[config.mk]
export PLATFORM = sky130hd
export DESIGN_NAME = contador_cm_bcd
export DESIGN_NICKNAME = d
export VERILOG_FILES = /design/src/rtl/contador_cm_bcd.sv
export SDC_FILE = /design/constraint.sdc
export NUM_CORES = 1
export LEC_CHECK = 0
export CAP_MARGIN = 0
export CORE_MARGIN = 4
export CORE_UTILIZATION = 30
export CTS_BUF_LIST = sky130_fd_sc_hd__clkbuf_8 sky130_fd_sc_hd__clkbuf_16
export CTS_CLUSTER_SIZE = 28
export DETAILED_ROUTE_END_ITERATION = 10
export PLACE_DENSITY = 0.56
export SLEW_MARGIN = 20
export SYNTH_ARGS = -nofsm -noshare
export SYNTH_HDL_FRONTEND = slang
export SYNTH_SLANG_ARGS = --single-unit
[constraint.sdc]
create_clock -name clock -period 2.15 [get_ports clock]
set_clock_uncertainty 0.2 [all_clocks]
set_input_delay 0.5375 -clock clock [delete_from_list [all_inputs] [get_ports clock]]
set_output_delay 0.5375 -clock clock [all_outputs]
set_load 0.005 [all_outputs]
[src/rtl/contador_cm_bcd.sv]
// Ultrasonic range-finder controller: fires a trigger pulse, times the echo,
// and reports the distance in centimetres as a saturating 3-digit BCD value.
module contador_cm_bcd #(
  parameter int CICLOS_CM      = 2941,
  parameter int CICLOS_TRIGGER = 500,
  parameter int CICLOS_TIMEOUT = 2000000
) (
  input  logic        clock,
  input  logic        reset,
  input  logic        medir,
  input  logic        echo,
  output logic        trigger,
  output logic [11:0] medida,
  output logic        pronto,
  output logic        timeout,
  output logic [3:0]  db_estado
);

  typedef enum logic [3:0] {
    ST_INICIAL     = 4'h0,
    ST_PREPARA     = 4'h1,
    ST_TRIGGER     = 4'h2,
    ST_ESPERA_ECHO = 4'h3,
    ST_MEDINDO     = 4'h4,
    ST_ARMAZENA    = 4'h5,
    ST_FINAL       = 4'h6,
    ST_ERRO        = 4'hF
  } estado_t;

  localparam int CNT_MAX = (CICLOS_TIMEOUT > CICLOS_TRIGGER) ? CICLOS_TIMEOUT : CICLOS_TRIGGER;
  localparam int CNT_W   = $clog2(CNT_MAX + 1);
  localparam int DIV_W   = (CICLOS_CM > 1) ? $clog2(CICLOS_CM) : 1;

  localparam logic [CNT_W-1:0] TRIG_LAST = CNT_W'(CICLOS_TRIGGER - 1);
  localparam logic [CNT_W-1:0] TMO_LAST  = CNT_W'(CICLOS_TIMEOUT - 1);
  localparam logic [DIV_W-1:0] DIV_LAST  = DIV_W'(CICLOS_CM - 1);

  estado_t          estado_q, estado_d;
  logic [CNT_W-1:0] cnt_q, cnt_d;
  logic [DIV_W-1:0] div_q, div_d;
  logic [11:0]      bcd_q, bcd_d;
  logic [11:0]      medida_q, medida_d;
  logic             conta;

  // Saturating BCD increment: 999 holds, otherwise ripple the decimal carry.
  function automatic logic [11:0] bcd_inc(input logic [11:0] v);
    logic [11:0] r;
    r = v;
    if (v != 12'h999) begin
      if (v[3:0] != 4'd9) begin
        r[3:0] = v[3:0] + 4'd1;
      end else begin
        r[3:0] = 4'd0;
        if (v[7:4] != 4'd9) begin
          r[7:4] = v[7:4] + 4'd1;
        end else begin
          r[7:4]  = 4'd0;
          r[11:8] = v[11:8] + 4'd1;
        end
      end
    end
    return r;
  endfunction

  always_comb begin
    // NOTE: every signal assigned here gets a default first so no path infers a latch.
    estado_d = estado_q;
    cnt_d    = cnt_q;
    div_d    = div_q;
    bcd_d    = bcd_q;
    medida_d = medida_q;
    trigger  = 1'b0;
    pronto   = 1'b0;
    timeout  = 1'b0;
    conta    = 1'b0;

    unique case (estado_q)
      ST_INICIAL: if (medir) estado_d = ST_PREPARA;
      ST_PREPARA: begin
        cnt_d    = '0;
        div_d    = '0;
        bcd_d    = '0;
        estado_d = ST_TRIGGER;
      end
      ST_TRIGGER: begin
        trigger = 1'b1;
        if (cnt_q == TRIG_LAST) begin
          cnt_d    = '0;
          estado_d = ST_ESPERA_ECHO;
        end else begin
          cnt_d = cnt_q + 1'b1;
        end
      end
      ST_ESPERA_ECHO: begin
        // The rising-edge cycle is already an echo-high cycle, so it is timed too.
        if (echo) begin
          conta    = 1'b1;
          cnt_d    = CNT_W'(1);
          estado_d = ST_MEDINDO;
        end else if (cnt_q == TMO_LAST) begin
          estado_d = ST_ERRO;
        end else begin
          cnt_d = cnt_q + 1'b1;
        end
      end
      ST_MEDINDO: begin
        if (!echo) begin
          estado_d = ST_ARMAZENA;
        end else begin
          conta = 1'b1;
          if (cnt_q == TMO_LAST) estado_d = ST_ERRO;
          else                   cnt_d    = cnt_q + 1'b1;
        end
      end
      ST_ARMAZENA: begin
        medida_d = bcd_q;
        estado_d = ST_FINAL;
      end
      ST_FINAL: begin
        pronto   = 1'b1;
        estado_d = ST_INICIAL;
      end
      ST_ERRO: begin
        timeout  = 1'b1;
        estado_d = ST_INICIAL;
      end
      default: estado_d = ST_INICIAL;
    endcase

    if (conta) begin
      if (div_q == DIV_LAST) begin
        div_d = '0;
        bcd_d = bcd_inc(bcd_q);
      end else begin
        div_d = div_q + 1'b1;
      end
    end
  end

  always_ff @(posedge clock or posedge reset) begin
    if (reset) begin
      estado_q <= ST_INICIAL;
      cnt_q    <= '0;
      div_q    <= '0;
      bcd_q    <= '0;
      medida_q <= '0;
    end else begin
      // NOTE: non-blocking updates keep every register sampling pre-edge values.
      estado_q <= estado_d;
      cnt_q    <= cnt_d;
      div_q    <= div_d;
      bcd_q    <= bcd_d;
      medida_q <= medida_d;
    end
  end

  assign medida    = medida_q;
  assign db_estado = estado_q;

endmodule

# == Yosys cells after proc, flatten, opt, wreduce, memory -nomap -nowiden ==
# Index checks and enable logic that the tools add are counted.
# Widths: inputs -> output; s select.
# classes
n_addsub,5
eq_ne,19
n_mux,27
reduce_logical,8
# op_table
operator,count
$mux 12,7
$mux 21,4
$pmux 21 s4,1
$mux 4,8
$pmux 4 s6,1
$add 21x1->21 const B,1
$eq 21x21->1 const B,1
$eq 21x9->1 const B,1
$add 12x1->12 const B,1
$add 4x1->4 const B,3
$eq 12x12->1 const B,1
$eq 4x3->1 const B,3
$ne 12x12->1 const B,1
$eq 4x2->1 const B,2
$mux 8,1
$ne 4x4->1 const B,2
$ne 2x2->1 const B,3
$ne 3x3->1 const B,2
$reduce_and 2->1,3
$mux 1,5
$eq 4x1->1 const B,1
$eq 4x4->1 const B,1
$logic_not 4->1,1
$reduce_bool 4->1,1
other kinds (4),4
# totals
ff_bits,61
inputBits,4
output_inout_bits,19

# == Logic depth before layout (Yosys ltp) ==
# Gate-level depths: netlist of run 1.
# logic_depth
word_depth,6
mapped_depth,8
mapped_depth_nobuf,7

# == Least setup slack after synthesis of run 1 ==
# OpenSTA, ideal clock, no wires.
# synth_timing
kind,register to register
start,register estado_q[0] (netlist: db_estado[0])
end,register bcd_q[4]
setup_time_ps,118
arrival_ps,2023
required_time_ps,1832
slack_ps,-191
path_stages_with_launch,7
n_path_buf,1
period_less_slack_ps,2341
path_cell_list,dfrtp_1 -> buf_2 -> or3b_1 -> a211o_1 -> o31a_1 -> o21bai_1 -> a21o_1
# synth_via
elab_chain_cells,5
# synth_rtl
element,line_no,rtl
"start, declared",38,"estado_t estado_q, estado_d;"
"start signal, assigned",149,estado_q <= estado_d;
$eq 4x3->1 / $eq 4x2->1 (equally long branches),77,unique case (estado_q)
$reduce_or 2->1 (no line),-,
$mux 1,-,
$ne 3x3->1 (no line) / $ne 3x2->1 (equally long branches),-,
$reduce_and 2->1 (no line),-,
"end signal, assigned",145,bcd_q <= '0;
"end signal, assigned",152,bcd_q <= bcd_d;
"end, declared",41,"logic [11:0] bcd_q, bcd_d;"
# Several ways; a longest one is shown, not always the timed one.
# A chain may end at the register's enable or synchronous reset.

# == Worst setup path in the final report of run 1 ==
# layout_timing
start,register estado_q[1] (netlist: db_estado[1])
end,register cnt_q[9]
# layout_via
elab_chain_cells,3
# layout_rtl
element,line_no,rtl
$eq 4x3->1 (tied with other cells),77,
$reduce_bool 4->1 (no line) / $ne 2x2->1 (equally long branches),-,
$reduce_and 2->1 (no line),-,
"end signal, assigned",150,cnt_q <= cnt_d;
"end, declared",39,"logic [CNT_W-1:0] cnt_q, cnt_d;"
# Several ways; a longest one is shown, not always the timed one.

==> results of run 1 <==
==> per-layer routing <==
| layer | vias to the layer above | track usage (%) | part of all wire (%) |
|---|---|---|---|
| met1 | 1644 | 19.38 | 46 |
| li1 | 1663 | - | - |
| met3 | 14 | 3.575 | 2.2 |
| met2 | 35 | 26.35 | 50 |
| met5 | - | 0 | 0 |
| met4 | 0 | 3.976 | 1.3 |
==> worst max-delay path: cells and delay by family, from the launching register on <==
family | cells | cell delay [ps]
AOI/OAI and AO/OA | 4 | 900
buffers and inverters | 3 | 430
DFF | 1 | 420
and+or+nand+nor | 1 | 180
==> how the worst min path moves through the flow <==
stage	startpoint	to	slack, ps	cells past startpoint
6_report	medida[5]	medida[5]	310	1
5_1_grt	medida[7]	medida[7]	320	1
4_1_cts	medida[5]	medida[5]	310	1
3_5_place_dp	medida[5]	medida[5]	290	1
3_3_place_gp	medida[7]	medida[7]	290	1
2_1_floorplan	bcd_q[11]	bcd_q[11]	260	1
==> cell type report <==
class | count | area, um^2
flip-flops and latches | 61 | 1528
clock inverters | 7 | 122.6
fillers | 1039 | 6067
repair buffers | 129 | 1111
clock buffers | 9 | 225.2
well taps | 143 | 178.9
multi-input cells | 281 | 2141
inverters | 24 | 93.84
==> repair_timing <==
| item | CTS | global route |
|---|---|---|
| setup buffers | 11 | 8 |
| pin swaps | 19 | 23 |
| hold buffers | 0 | 0 |
| endpoints found under the setup margin | 33 | 47 |
| gates resized for setup | 48 | 48 |
==> cells by family after synthesis <==
group / Yosys count
flops: 61
compound gates: 92
buf+inv: 42
mux: 20
fa+ha+maj: 5
xor+xnor: 5
simple gates: 159
==> per-stage QoR <==
stage               power, W  utilization [%]  TNS, ps  cells
floorplan           0.002490                -    -1053    384
global placement    0.003469            40.07   -11790    619
detailed placement  0.003500            40.07   -12700    619
CTS                 0.005509            45.00   -495.5    646
global route        0.006126            47.09    -2410    654
finish              0.005791            47.09   -699.7    654
==> state kept, by name (all words and copies together), names as in the netlist <==
signal	flops
medida	12
bcd_q	12
db_estado	4
cnt_q	21
div_q	12
==> report_power, final <==
part	leakage, nW	internal [W]	switching [W]	total [W]
Clock	0.162	0.00114	0.000551	0.00169
Combinational	1.36	0.00144	0.00135	0.00280
Sequential	0.841	0.00124	0.0000659	0.00130
==> placed cells by master (no fill, tap or decap), drive strengths merged, types with 4 or more instances in the layout <==
cell,netlist,routed
a21o,9,9
a21oi,19,19
and2,5,5
and3,6,6
and4,5,5
buf,9,109
clkbuf,9,10
clkdlybuf4s50,0,16
dfrtp,61,61
ha,5,5
inv,24,24
mux2,14,14
mux2i,6,6
nand2,37,37
nand3,17,17
nand4,16,16
nor2,21,21
nor3,10,10
nor3b,6,6
nor4,4,4
o211ai,7,7
o21ai,21,21
o22ai,4,4
or3,8,8
xnor2,5,5
==> results.md, run 1 <==
- Run status: finished with violations
- Most used cell along the critical path: sky130_fd_sc_hd__buf_4
- Wire length of the first global-routing pass: 16.77 mm
- Total of flip-flops plus latches after synthesis: 61
- Routed length per placed instance: 15.04 um
- Sinks on the clock net: 61
- Routed Antenna Nets: 0
- Vias post-DR: about 3,400
- Top cell type's share of synthesized area: a little over two fifths
- Predominant post-synthesis flop cell: sky130_fd_sc_hd__dfrtp_1
- Final design instance area without fill: 5400 um^2
- Number of enable flip-flop cells after synthesis: 0
- Netlist Area Pre-Place: 3540 um^2
- Worst hold slack: 305.4 ps
- TritonCTS clock tree: done
- Post-synthesis compound-gate area fraction: 17.71%
- Seq/Total Area, Yosys: 43.12%
- Worst reg2reg setup slack: -100 ps
- Number of instances in the synthesized netlist: 384
- Worst setup path endpoint: cnt_q[9]
- Clock tree buffer depth: 2
- Maximum number of pins on one net before global-route repair: 25
- Post-DR vias/cell: slightly above 5
- Simple-gate share of the synthesized area: between 20% and 30%
- Total inserted antenna cells: 0
- First-pass iteration count of the detailed router: 4
- Adder-Cell Fraction of Synth Area: 1.767%
- Die outline height: 116.6 um
- Count of routing violations after the opening detailed-route iteration: 177
- Sum of net half-perimeters after detailed placement: roughly 6.9 mm
- Core footprint: 11,470 um^2
- Synthesized net count: between 300 and 400
- Critical path class: reg -> reg
- Worst slack after detailed placement: -369.0 ps
- Maxcap violations: 0
- Final period demand of the worst path: 2245 ps
- Setup repair after global routing missed its margin: yes
- Std-Cell Rows: 39
- Peak supply drop: just under 500 uV
- Net count reported at finish: 515
- GR Overflow Total: 0
- Combinational family with the most area after synthesis: simple AND/OR/NAND/NOR gates
- Area enclosed by the die boundary: ~14,000 um^2
- Routability cong.: about 0.83
- Antenna violations before repair: 0
- Starting Density: 30.87%
- Placed inst area: 4594 um^2
- Highest achievable clock rate: roughly 450 MHz
- Post-detailed-route DRC marker count: 0
- Share of flip-flops with an asynchronous set or reset after synthesis: 100.0%
- H-Tree Depth: 3
- Cell leakage power: 2.368 nW
- Width of the chip: around 120 um
- Endpoint of the worst-slack reg-to-reg timing path: cnt_q[9]
- Portion of netlist area occupied by mux cells: 6.151%
- Violations in the final reports: negative setup slack
- Final count of negative-setup-slack endpoints: 15
- Share of cells above drive strength 1: roughly two fifths
- Clock Pin Slew Worst Setup and Hold Paths: around 60 ps
- Worst-path cell chain: nor4b_2 -> buf_4 -> buf_4 -> a21boi_4 -> a211o_4 -> buf_6 -> a31o_2 -> a32o_1
- Largest fanout on the critical path: 7
- Fin. Hold Viols: 0
- Critical Path Source Type: flip-flop
- Overall routing resource usage: 15.31%
- XOR/XNOR Fraction of Synth Area: 1.237%
- Commonest cells in the netlist: 61 x sky130_fd_sc_hd__dfrtp_1, 37 x sky130_fd_sc_hd__nand2_1, 24 x sky130_fd_sc_hd__inv_1
- Launching element of the worst setup path: db_estado[1]
- Synth unique cells: 61
- Clock buffer count from CTS: 9
- Number of top-level design ports: 23
- Signed area change from the synthesized netlist to the final layout: 52.56%
- Setup slack of the critical path after layout: -95.28 ps
- Endpoint type of the worst setup path: flip-flop
- Cells taking the most area after synthesis: sky130_fd_sc_hd__dfrtp_1 43%, sky130_fd_sc_hd__mux2_2 4.5%, sky130_fd_sc_hd__nand2_1 3.9%, sky130_fd_sc_hd__o21ai_0 3.0%, sky130_fd_sc_hd__nand4_1 2.8%
- Required time of the critical path: 2170 ps
- Arrival time worst endpoint: 2260 ps
- Most frequent cell after synthesis: sky130_fd_sc_hd__dfrtp_1
- Count of cells along the worst register-to-register path: 8
- Final slew viol count: 0
- Worst Hold Class: reg -> reg
- R2r startpoint: db_estado[1]
- Cell with the largest stage delay on the worst path: sky130_fd_sc_hd__dfrtp_1
- Longest individual stage delay on the worst path: 420 ps
- Tightest slew margin relative to the limit: 74.40%
- Port Buffer Count: 22
- Warnings from Yosys: 0
- Total routed wirelength: 9.836 mm
- Transition time at the pin with the least slew margin: 383.1 ps
- Insertion delay of the later-clocked pin in the worst-skew pair: 330 ps
- Number of global-route vias before repair: 3,488
- Clock Tree Root: sky130_fd_sc_hd__clkbuf_16
- Power density normalized to cell area: between 1000 and 1500 nW/um^2
- Most area-hungry cell type in the Yosys netlist: sky130_fd_sc_hd__dfrtp_1
- Avg Synthesized Cell Area: 9.218 um^2
- Final cycle utilization of the critical path: 104.4%
(Power assumes the default switching activity.)
==> inputs of run 2 (changes only) <==
- ABC_CLOCK_PERIOD_IN_PS: unset -> 2150
- GPL_TIMING_DRIVEN: unset -> 0
- SLEW_MARGIN: 20 -> unset
==> run 2 against run 1 <==
Effect of this change:
- the run still ends with negative setup slack left
- worst hold slack worse by 1.8 ps
- critical endpoint is now db_estado[1]
- die area stayed put
- sequential share of layout area increased by 1.3 points
- utilization decreased by 2.0 points
- maximum frequency is 3.0% lower
- sequential power is essentially flat
- largest power group unchanged
==> results.md, run 2 (synthesis results as in run 1) <==
- Utilization after layout: 45.11% (was 47.09%)
- Wire length of the first global-routing pass: 16.28 mm (was 16.77 mm)
- Count of cells along the worst register-to-register path: 8 (unchanged)
- Clock buffer count from CTS: 9 (unchanged)
- Area enclosed by the die boundary: 13,600 um^2 (unchanged)
- Starting Density: 30.87% (unchanged)
- Flip-flop count of the largest register, all copies and words added: 21 (unchanged)
- Setup slack of the critical path after layout: -164.0 ps (was -95.28 ps)
- Worst Hold Class: reg -> reg (unchanged)
- Run status: finished with violations (unchanged)
- Fill count: 1,070 (was 1,039)
- Std-Cell Rows: 39 (unchanged)
- Width of the chip: 116.6 um (unchanged)
- Post-detailed-route DRC marker count: 0 (unchanged)
- Peak supply drop: 577.2 uV (was 483.2 uV)
- Maximum number of pins on one net before global-route repair: 33 (was 25)
- Violations in the final reports: negative setup slack (unchanged)
- Routability cong.: 0.8741 (was 0.8322)
- Clock tree buffer depth: 2 (unchanged)
- Sinks on the clock net: 61 (unchanged)
- Routed length per placed instance: 16.25 um (was 15.04 um)
- Power density normalized to cell area: 1152 nW/um^2 (was 1072 nW/um^2)
- First-pass iteration count of the detailed router: 4 (unchanged)
- Final period demand of the worst path: 2314 ps (was 2245 ps)
- Signed area change from the synthesized netlist to the final layout: 46.13% (was 52.56%)
- Final cycle utilization of the critical path: 107.6% (was 104.4%)
- Clock Pin Slew Worst Setup and Hold Paths: 60 ps (about the same)
- Cell leakage power: 2.208 nW (was 2.368 nW)
- Final count of negative-setup-slack endpoints: 36 (was 15)
- Fin. Hold Viols: 0 (unchanged)
- Critical Path Source Type: flip-flop (unchanged)
- Core footprint: 11,470 um^2 (unchanged)
- Post-route total power: 0.005956 W (was 0.005791 W)
- Final slew viol count: 0 (unchanged)
- Overall routing resource usage: 14.98% (was 15.31%)
- Critical path class: reg -> reg (unchanged)
- Highest achievable clock rate: 432.1 MHz (was 445.4 MHz)
- Register with the most flip-flops: cnt_q (unchanged)
- Net count reported at finish: 475 (was 515)
- Endpoint type of the worst setup path: flip-flop (unchanged)
- Largest fanout on the critical path: 6 (was 7)
- Die outline height: 116.6 um (unchanged)
- Tightest slew margin relative to the limit: 53.45% (was 74.40%)
- H-Tree Depth: 3 (unchanged)
- Insertion delay of the later-clocked pin in the worst-skew pair: 330 ps (about the same)
- Total routed wirelength: 9.979 mm (was 9.836 mm)
- Commonest cells after routing, fill and taps aside: 56 x sky130_fd_sc_hd__dfrtp_1, 41 x sky130_fd_sc_hd__buf_4, 33 x sky130_fd_sc_hd__nand2_1 (was 89 x sky130_fd_sc_hd__buf_4, 60 x sky130_fd_sc_hd__dfrtp_1, 35 x sky130_fd_sc_hd__nand2_1)
- Final design instance area without fill: 5172 um^2 (was 5400 um^2)
- TritonCTS clock tree: done (unchanged)
- Number of global-route vias before repair: 3,236 (was 3,488)
- Sum of net half-perimeters after detailed placement: 6.104 mm (was 6.871 mm)
- Instance count along the most critical hold path: 1 (unchanged)
- Post-DR vias/cell: 5.406 (was 5.131)
- Arrival time worst endpoint: 2380 ps (was 2260 ps)
- Clock Tree Root: sky130_fd_sc_hd__clkbuf_16 (unchanged)
- Maxcap violations: 0 (unchanged)
- Antenna violations before repair: 0 (unchanged)
- Worst hold slack: 303.6 ps (was 305.4 ps)
- Vias post-DR: 3,319 (was 3,356)
- Placed inst area: 3983 um^2 (was 4594 um^2)
- Final sum of negative setup slack: -2479 ps (was -699.7 ps)
- Share of cells above drive strength 1: 34.39% (was 38.75%)
- GR Overflow Total: 0 (unchanged)
- Routed Antenna Nets: 0 (unchanged)
- Required time of the critical path: 2210 ps (was 2170 ps)
- Transition time at the pin with the least slew margin: 696.8 ps (was 383.1 ps)
- Total inserted antenna cells: 0 (unchanged)
- Port Buffer Count: 21 (was 22)
- Number of top-level design ports: 23 (unchanged)
- Setup repair after global routing missed its margin: yes (unchanged)
- Most common cell after layout, fill and taps aside: sky130_fd_sc_hd__dfrtp_1 (was sky130_fd_sc_hd__buf_4)
- Count of routing violations after the opening detailed-route iteration: 135 (was 177)
[run 2: cell count changes in the layout (fill, tap and decap cells not counted), sizes merged]
| cell | delta |
|---|---|
| clkinvlp | -1 |
| dlygate4sd2 | -2 |
| clkbuf | +8 |
| bufinv | -1 |
| inv | -1 |
| clkdlybuf4s50 | +1 |
| buf | -45 |
| clkinv | +1 |
[run 2: power breakdown]
group | internal (W) | leakage (nW) | switching (W)
registers | 0.00124 | 0.836 | 0.0000725
clock network | 0.00107 | 0.167 | 0.000529
logic | 0.00156 | 1.21 | 0.00149
total | 0.00387 | 2.21 | 0.00209
[run 2: cell type report]
type | count | area, um^2 | share of cell area, %
Timing Repair Buffer | 74 | 694.4 | 13.43
Clock inverter | 5 | 73.82 | 1.427
Clock buffer | 11 | 252.7 | 4.886
Buffer | 15 | 155.1 | 3.000
Tap cell | 143 | 178.9 | 3.459
Multi-Input combinational cell | 281 | 2187 | 42.28
Inverter | 24 | 97.59 | 1.887
Sequential cell | 61 | 1533 | 29.63
[run 2: what timing repair did]
action | CTS | global route
pin swaps | 24 | 35
cloned | 1 | 1
hold buffers | 0 | 0
setup endpoints to repair | 61 | 58
resized for setup | 79 | 46
setup buffers | 30 | 21
[run 2: routing by layer]
layer  global-route usage, %  vias up  share of wire, %
met5                       0        -                 0
met4                   4.817        0               1.9
met3                   3.938       18               3.6
met2                   25.51       75                51
met1                   18.54     1643                43
li1                        -     1583                 -
[run 2: worst paths after layout]
path	start	endpoint	slack (ps)
min	medida[7]	medida[7]	300
max reg2reg	db_estado[0]	db_estado[1]	-160
min reg2reg	medida[7]	medida[7]	300
max	db_estado[0]	db_estado[1]	-160
min in group asynchronous	reset	db_estado[0]	470
max in group asynchronous	reset	cnt_q[19]	690
[run 2: metrics by stage]
stage | setup WS [ps] | std cells
CTS | -153.2 | 593
global route | -227.5 | 614
detailed placement | -585.5 | 549
global placement | -596.3 | 548
floorplan | -129.7 | 384
finish | -164.0 | 614
[run 2: critical path, stage by stage (launching register included)]
cell	delay, ps
sky130_fd_sc_hd__dfrtp_1	400
sky130_fd_sc_hd__buf_6	140
sky130_fd_sc_hd__or3b_4	420
sky130_fd_sc_hd__buf_6	140
sky130_fd_sc_hd__buf_6	110
sky130_fd_sc_hd__a2111oi_4	370
sky130_fd_sc_hd__buf_4	210
sky130_fd_sc_hd__and2_4	150
sky130_fd_sc_hd__o22a_1	110
==> inputs of run 3 (changes only) <==
- CORE_UTILIZATION: 30 -> 45
- PLACE_DENSITY: 0.56 -> 0.74
==> run 3 against run 2 <==
Effect of this change:
- the run still ends with negative setup slack left
- setup slack got worse by 62 ps
- non-clock buffer count rose by 17
- sequential power barely moved
- combinational power rose by 12%
- total power fell by 3.3%
- sequential cell count did not move
- clock-buffer cell count fell by 2
- utilization rose by 23 points
- critical path depth rose by 2
==> results.md, run 3 (synthesis results as in run 1) <==
- Run status: finished with violations (unchanged)
- Violations in the final reports: negative setup slack (unchanged)
- Final period demand of the worst path: 2376 ps (was 2314 ps)
- Area enclosed by the die boundary: 9349 um^2 (was 13,600 um^2)
- Multi-input gate area: 2290 um^2 (was 2187 um^2)
- Sum of net half-perimeters after detailed placement: 5.693 mm (was 6.104 mm)
- Transition time at the pin with the least slew margin: 515.1 ps (was 696.8 ps)
- Routed Antenna Nets: 0 (unchanged)
- Setup slack of the critical path after layout: -226.1 ps (was -164.0 ps)
- Hold-fix buffer count after cts: 0 (unchanged)
- Tightest slew margin relative to the limit: 65.43% (was 53.45%)
- Std-Cell Rows: 32 (was 39)
- Port Buffer Count: 21 (unchanged)
- Internal: 0.003490 W (was 0.003868 W)
- Highest metal used: met4 (unchanged)
- Critical Path Source Type: flip-flop (unchanged)
- Hold path startpoint: medida[2] (was medida[7])
- Clock tree buffer depth: 2 (unchanged)
- Width of the chip: 96.69 um (was 116.6 um)
- Largest fanout on the critical path: 8 (was 6)
- Starting Density: 46.04% (was 30.87%)
- Flip-flop count of the largest register, all copies and words added: 21 (unchanged)
- Clock Tree Root: sky130_fd_sc_hd__clkbuf_8 (was sky130_fd_sc_hd__clkbuf_16)
- Count of routing violations after the opening detailed-route iteration: 383 (was 135)
- Peak supply drop: 773.9 uV (was 577.2 uV)
- Overall routing resource usage: 21.97% (was 14.98%)
- Worst slack after detailed placement: -665.9 ps (was -585.5 ps)
- Final count of negative-setup-slack endpoints: 45 (was 36)
- Share of cells above drive strength 1: 39.06% (was 34.39%)
- Number of global-route vias before repair: 3,350 (was 3,236)
- Final cycle utilization of the critical path: 110.5% (was 107.6%)
- Worst Hold Class: reg -> reg (unchanged)
- Final slew viol count: 0 (unchanged)
- Required time of the critical path: 2210 ps (about the same)
- Post-DR vias/cell: 6.354 (was 5.406)
- Net count reported at finish: 493 (was 475)
- Antenna violations before repair: 0 (unchanged)
- GR Overflow Total: 0 (unchanged)
- Sum of met3 wire segment lengths after detailed routing: 928 um (was 363 um)
- WL met2: 5.668 mm (was 5.102 mm)
- Sequential cell area: 1533 um^2 (unchanged)
- Utilization after layout: 68.51% (was 45.11%)
- Maxcap violations: 0 (unchanged)
- Routed length per placed instance: 20.22 um (was 16.25 um)
- Switching fraction of total power: 39.40% (was 35.06%)
- Clock Pin Slew Worst Setup and Hold Paths: 70 ps (was 60 ps)
- Net switching power: 0.002269 W (was 0.002088 W)
- Cell leakage power: 2.276 nW (was 2.208 nW)
- Post-detailed-route DRC marker count: 0 (unchanged)
- Total inserted antenna cells: 0 (unchanged)
- Reg power frac: 22.9% (was 22.1%)
- Routed length on met1: 4.975 mm (was 4.322 mm)
- Arrival time worst endpoint: 2440 ps (was 2380 ps)
- Register with the most flip-flops: cnt_q (unchanged)
- Fill count: 516 (was 1,070)
- Routability cong.: 0.8765 (was 0.8741)
- H-Tree Depth: 3 (unchanged)
- Total routed wirelength: 11.95 mm (was 9.979 mm)
- Launching element of the worst setup path: db_estado[0] (unchanged)
- First-pass iteration count of the detailed router: 6 (was 4)
- Vias post-DR: 3,755 (was 3,319)
- Power density normalized to cell area: 1094 nW/um^2 (was 1152 nW/um^2)
- R2r startpoint: db_estado[0] (unchanged)
- Fin. Hold Viols: 0 (unchanged)
- Insertion delay of the later-clocked pin in the worst-skew pair: 350 ps (was 330 ps)
- Endpoint type of the worst setup path: flip-flop (unchanged)
- Highest achievable clock rate: 420.9 MHz (was 432.1 MHz)
- Commonest cells after routing, fill and taps aside: 56 x sky130_fd_sc_hd__dfrtp_1, 45 x sky130_fd_sc_hd__buf_4, 33 x sky130_fd_sc_hd__nand2_1 (was 56 x sky130_fd_sc_hd__dfrtp_1, 41 x sky130_fd_sc_hd__buf_4, 33 x sky130_fd_sc_hd__nand2_1)
- Sinks on the clock net: 61 (unchanged)
- Core footprint: 7687 um^2 (was 11,470 um^2)
- Relative contribution of combinational cells to total power: 59.0% (was 51.1%)
- Maximum number of pins on one net before global-route repair: 62 (was 33)
- Number of top-level design ports: 23 (unchanged)
- Signed area change from the synthesized netlist to the final layout: 48.78% (was 46.13%)
- Die outline height: 96.69 um (was 116.6 um)
- Wire length of the first global-routing pass: 17.01 mm (was 16.28 mm)
- Post-route total power: 0.005759 W (was 0.005956 W)
- Clock buffer count from CTS: 9 (unchanged)
- Relative contribution of the clock network to total power: 18.0% (was 26.8%)
- Setup repair after global routing missed its margin: yes (unchanged)
- TritonCTS clock tree: done (unchanged)
- Critical path class: reg -> reg (unchanged)
- Most common cell after layout, fill and taps aside: sky130_fd_sc_hd__dfrtp_1 (unchanged)
run 3: metal layers:
metal | track usage [%] | up-vias
met4 | 7.883 | 0
met3 | 4.254 | 58
met2 | 34.93 | 224
met5 | 0 | -
li1 | - | 1619
met1 | 29.96 | 1854
run 3: critical path: stages, from the launching register on:
cell	delay, ps
sky130_fd_sc_hd__dfrtp_1	400
sky130_fd_sc_hd__buf_6	140
sky130_fd_sc_hd__or3b_4	410
sky130_fd_sc_hd__buf_4	160
sky130_fd_sc_hd__buf_6	120
sky130_fd_sc_hd__a21oi_4	120
sky130_fd_sc_hd__a211o_1	130
sky130_fd_sc_hd__buf_6	170
sky130_fd_sc_hd__buf_8	130
sky130_fd_sc_hd__nand3b_1	120
sky130_fd_sc_hd__o22ai_1	170
run 3: final timing paths:
check	to	slack, ps	cells after the start
setup / recovery	cnt_q[20]	-230	10
hold reg to reg	medida[2]	310	1
setup reg to reg	cnt_q[20]	-230	10
min in group asynchronous	medida[2]	350	2
max in group asynchronous	db_estado[3]	830	3
hold / removal	medida[2]	310	1
run 3: stage by stage:
stage	hold WS [ps]	std cells	instance area (um^2)	setup TNS (ps)
2_1_floorplan	261.7	384	3573	-1053
3_3_place_gp	288.4	507	3911	-20350
3_5_place_dp	297.4	507	3911	-21950
4_1_cts	314.3	566	4835	-1219
5_1_grt	337.5	591	5266	-7496
6_report	308.4	591	5266	-4534
run 3: power by group through the flow:
| stage | combinational [W] | clock, W | sequential (W) |
|---|---|---|---|
| 5_1_grt | 0.00356 | 0.00110 | 0.00133 |
| 2_1_floorplan | 0.00115 | 0 | 0.00134 |
| 4_1_cts | 0.00266 | 0.00102 | 0.00131 |
| 3_3_place_gp | 0.00162 | 0 | 0.00135 |
| 3_5_place_dp | 0.00164 | 0 | 0.00136 |
| 6_report | 0.00340 | 0.00104 | 0.00132 |
run 3: what timing repair did:
action                     4_1_cts  5_1_grt
setup endpoints to repair       61       58
setup buffers                   45       25
hold endpoints to repair         0        0
gates resized for setup        105       68
cloned                           2        2
pin swaps                       29       34
run 3: final cells by class:
type,count,share of cell area [%]
well taps,102,2.423
clock buffers,9,2.352
repair buffers,92,16.58
inverters,24,1.782
multi-input cells,282,43.48
clock inverters,7,1.283
plain buffers,14,2.994
flip-flops and latches,61,29.10
